[config.mk]
export PLATFORM = sky130hd
export DESIGN_NAME = digit_serial_sub
export DESIGN_NICKNAME = d
export VERILOG_FILES = /design/src/rtl/digit_serial_sub.sv
export SDC_FILE = /design/constraint.sdc
export NUM_CORES = 1
export LEC_CHECK = 0
export BUFFER_PORTS_ARGS = -buffer_cell sky130_fd_sc_hd__buf_2
export CORE_MARGIN = 1
export CORE_UTILIZATION = 30
export DETAILED_ROUTE_END_ITERATION = 7
export PLACE_DENSITY = 0.48
export SETUP_SLACK_MARGIN = 0.05
export SLEW_MARGIN = 20
export SYNTH_ARGS = -nofsm -noshare
export SYNTH_HDL_FRONTEND = slang
export SYNTH_SLANG_ARGS = --single-unit
[constraint.sdc]
create_clock -name clk -period 6.85 [get_ports clk]
set_clock_uncertainty 0.05 [all_clocks]
set_input_delay 1.0275 -clock clk [delete_from_list [all_inputs] [get_ports clk]]
set_output_delay 1.0275 -clock clk [all_outputs]
set_load 0.01 [all_outputs]
[src/rtl/digit_serial_sub.sv]
// Digit-serial subtractor: diff = a - b, one 2-bit digit per clock, LSB digit first,
// with the inter-digit borrow held in a register behind a start/busy/done handshake.
module digit_serial_sub #(
  parameter int WIDTH = 8
) (
  input  logic             clk,
  input  logic             reset,
  input  logic             start,
  input  logic [WIDTH-1:0] a,
  input  logic [WIDTH-1:0] b,
  output logic             busy,
  output logic             done,
  output logic [WIDTH-1:0] diff,
  output logic             borrow
);

  localparam int unsigned N  = WIDTH / 2;
  localparam int unsigned CW = (N > 1) ? $clog2(N) : 1;

  typedef enum logic [1:0] {
    IDLE,
    RUN,
    DONE
  } state_t;

  state_t           state, state_n;
  logic [WIDTH-1:0] a_q, b_q, res_q, res_n;
  logic             br_q;
  logic [CW-1:0]    cnt;
  logic [1:0]       a_dig, b_dig;
  logic [2:0]       dig;
  logic             last;

  // Digit select and write-back are decoded per digit so no bits go unused.
  always_comb begin
    a_dig = '0;
    b_dig = '0;
    for (int unsigned i = 0; i < N; i++) begin
      if (cnt == CW'(i)) begin
        a_dig = a_q[2*i +: 2];
        b_dig = b_q[2*i +: 2];
      end
    end
    dig   = {1'b0, a_dig} - {1'b0, b_dig} - {2'b00, br_q};
    res_n = res_q;
    for (int unsigned i = 0; i < N; i++) begin
      if (cnt == CW'(i)) res_n[2*i +: 2] = dig[1:0];
    end
    last = (cnt == CW'(N - 1));
  end

  always_comb begin
    state_n = state;
    busy    = 1'b0;
    done    = 1'b0;
    case (state)
      IDLE: if (start) state_n = RUN;
      RUN: begin
        busy = 1'b1;
        if (last) state_n = DONE;
      end
      DONE: begin
        busy    = 1'b1;
        done    = 1'b1;
        state_n = IDLE;
      end
      default: state_n = IDLE;
    endcase
  end

  always_ff @(posedge clk or posedge reset) begin
    if (reset) begin
      state  <= IDLE;
      a_q    <= '0;
      b_q    <= '0;
      res_q  <= '0;
      br_q   <= 1'b0;
      cnt    <= '0;
      diff   <= '0;
      borrow <= 1'b0;
    end else begin
      state <= state_n;
      case (state)
        IDLE: begin
          if (start) begin
            a_q   <= a;
            b_q   <= b;
            res_q <= '0;
            br_q  <= 1'b0;
            cnt   <= '0;
          end
        end
        RUN: begin
          res_q <= res_n;
          br_q  <= dig[2];
          // Outputs update only when the final digit lands, so partial results never show.
          if (last) begin
            diff   <= res_n;
            borrow <= dig[2];
          end else begin
            cnt <= cnt + CW'(1);
          end
        end
        default: ;
      endcase
    end
  end

endmodule

==> flow_metrics.env <==
export IMPL_setup_violations=0
export IMPL_ctsHoldBuffers=0
export IMPL_via_per_inst=4.81
export IMPL_area_growth_pct=15.1
export IMPL_ant_nets=0
export IMPL_ys_ff_latch=36
export IMPL_clk_path_buf_depth=2
export IMPL_routed_wl_um=3520
export IMPL_gp_congestion=0.784
export IMPL_die_area_sq_mm=0.00625
export IMPL_vias=1255
export IMPL_fp_dieH_um=79.0
export IMPL_cts_sinks=36
export IMPL_layout_nets=217
export IMPL_worstPathCellList="inv_1, ha_1, and2b_1, a221oi_1, o31ai_1, fa_1, fa_1, nand2_1, o21a_1, o21ai_0"
export IMPL_hold_depth=2
export IMPL_drt_iter0_drc=68
export IMPL_antennaDiodeCount=0
export IMPL_async_flop_share_pct=100
export IMPL_final_max_slew_viol_count=0
export IMPL_tightest_slew_ns=0.690
export IMPL_place_inst=254
export IMPL_layout_common_cells="36 x dfrtp_1, 29 x buf_2, 18 x nand2_1, 18 x mux2_2, 16 x inv_1"
export IMPL_postCtsSetupRepairBufs=0
export IMPL_drv_cap=0
export IMPL_cts_made_buffers=5
export IMPL_cts_tree="yes"
export IMPL_critPathRequiredTime_ns=7.00
export IMPL_drc=0
export IMPL_fin_crit_sh_pct=45.5
export IMPL_netlist_top_cells_area="dfrtp_1 51%, mux2_2 11%, ha_1 4.9%"
export IMPL_fillCellCount=597
export IMPL_crit_type="flop to flop"
export IMPL_finalHoldViolCount=0
export IMPL_drive_gt1_share_pct=29.6
export IMPL_regArea_sq_um=901
export IMPL_wl_per_cell_um=13.5
export IMPL_fin_cells=261
export IMPL_synth_top_flop_cell="dfrtp_1"
export IMPL_synth_edf_count=0
export IMPL_syn_avg_cell_area_sq_um=11.1
export IMPL_drt_pass1_iterations=4
export IMPL_rr_worst_depth=10
export IMPL_cp_start_kind="flop"
export IMPL_vdd_drop_max_v=0.000151
export IMPL_ios=30
export IMPL_port_buffers=29
export IMPL_arrival_ns=3.26
export IMPL_core_area_sq_mm=0.00561
export IMPL_power_density_mw_per_mm2=506
export IMPL_initial_core_util_pct=31.7
export IMPL_leakagePower_nw=0.960
export IMPL_yosysWarnings=0
export IMPL_rsz0062_at_grt="no"
export IMPL_synth_top_area_share_pct=50.6
export IMPL_cp_max_fo=11
export IMPL_tns_ns=0
export IMPL_fmax_ghz=0.321
export IMPL_ys_types=27
export IMPL_whs_ns=0.426
export IMPL_endpoint_kind="flop"
export IMPL_max_slew_margin_pct=53.7
export IMPL_yosysSeqAreaShare_pct=50.6
export IMPL_std_cell_rows=27
export IMPL_hold_class="flop to flop"
export IMPL_cp_common_cell="fa_1"
export IMPL_syn_nets=189
export IMPL_slowest_delay_ns=0.60
export IMPL_overflow=0
export IMPL_syn_inst=161
export IMPL_multi_input_area_sq_um=768
export IMPL_grt_first_pass_wirelength_um=6150
export IMPL_cts_root_buf="clkbuf_8"
export IMPL_grt_max_degree=37
export IMPL_hpwl_um=2570
export IMPL_die_width_um=79.0
export IMPL_grt_antenna_before_repair=0
export IMPL_track_usage_pct=12.9
export IMPL_h_tree_depth=2
export IMPL_period_minus_slack_ns=3.12
export IMPL_synth_top_cell_by_area="dfrtp_1"
export IMPL_final_common_cell="dfrtp_1"
export IMPL_cts_resized=0
export IMPL_outcome="completed"
export IMPL_clk_latency_ns=0.28
export IMPL_syn_area_sq_mm=0.00178
export IMPL_clk_pin_slew_worst_paths_ns=0.07
export IMPL_grt_pass1_vias=1278
export IMPL_crit_slowest_cell="fa_1"
[logic make-up (layout without fill, tap and decap cells)]
group	count (synthesis)	in the layout	synth area share, %
and+or+nand+nor	29	29	7.45
AOI/OAI and AO/OA	44	44	17.1
muxes	18	18	11.4
DFF	36	36	50.6
adders and majority gates	9	9	7.17
buffers and inverters	25	53	6.25
[metal layers]
metal | part of all wire, % | vias up | wire length, um | GRT usage (%)
li1 | - | 611 | - | -
met1 | 45 | 609 | 1590 | 16.2
met2 | 49 | 31 | 1730 | 21.5
met3 | 4.8 | 4 | 170 | 3.91
met4 | 0.71 | 0 | 25 | 3.27
met5 | 0 | - | 0 | 0
[per-stage QoR]
stage	total power [W]	cell area (sq um)	util, %	setup WS [ns]
final	0.00104	2050	36.5	3.73
after global routing	0.00114	2050	36.5	3.50
after CTS	0.00106	2050	36.5	3.73
after detailed placement	0.000912	1970	35.2	3.75
after global placement	0.000898	1970	35.2	3.89
after floorplan	0.000777	1780	-	4.19
[registers in the layout (all words and copies together) (netlist names)]
register / count
cnt: 2
a_q: 8
diff: 8
state: 2
br_q: 1
b_q: 8
borrow: 1
res_q: 6
[final timing paths]
check	start	slack, ns	end
worst min-delay path	borrow$_DFFE_PP0P_	0.43	borrow$_DFFE_PP0P_
worst max register to register	cnt[1]$_DFFE_PP0P_	3.73	diff[5]$_DFFE_PP0P_
worst min register to register	borrow$_DFFE_PP0P_	0.43	borrow$_DFFE_PP0P_
worst max-delay path	cnt[1]$_DFFE_PP0P_	3.73	diff[5]$_DFFE_PP0P_
min in group asynchronous	reset	0.79	diff[2]$_DFFE_PP0P_
max in group asynchronous	reset	5.63	b_q[6]$_DFFE_PP0P_
[worst max-delay path, delay by kind of cell (launching register included)]
kind | cells | cell delay [ns]
buffers and inverters | 1 | 0.10
AOI/OAI and AO/OA | 4 | 0.71
and+or+nand+nor | 2 | 0.37
DFF | 1 | 0.43
adders and majority gates | 3 | 1.38
[synth_stat cells, types with 3 or more instances]
master    number
a21oi_1        5
a22o_1         8
clkbuf_1       4
dfrtp_1       36
ha_1           7
inv_1         16
mux2_2        18
nand2_1       18
nand2b_1       3
nor2b_1        3
o21a_1         6
o21ai_0        8
o22ai_1        6
[report_power, final]
group | switching [W] | leakage (nW) | total, W | internal [W]
combinational | 0.000282 | 0.468 | 0.000534 | 0.000252
clock | 0.0000704 | 0.0410 | 0.000139 | 0.0000691
sequential | 0.0000558 | 0.450 | 0.000362 | 0.000307
[cell type report]
| type | count | share of cell area, % |
|---|---|---|
| timing repair buffer | 30 | 7.45 |
| clock inverter | 1 | 0.244 |
| multi-input combinational | 100 | 37.5 |
| sequential | 36 | 44.0 |
| clock buffer | 6 | 3.54 |
| tap | 72 | 4.40 |
| inverter | 16 | 2.93 |
Power figures use the tool's default switching activity.
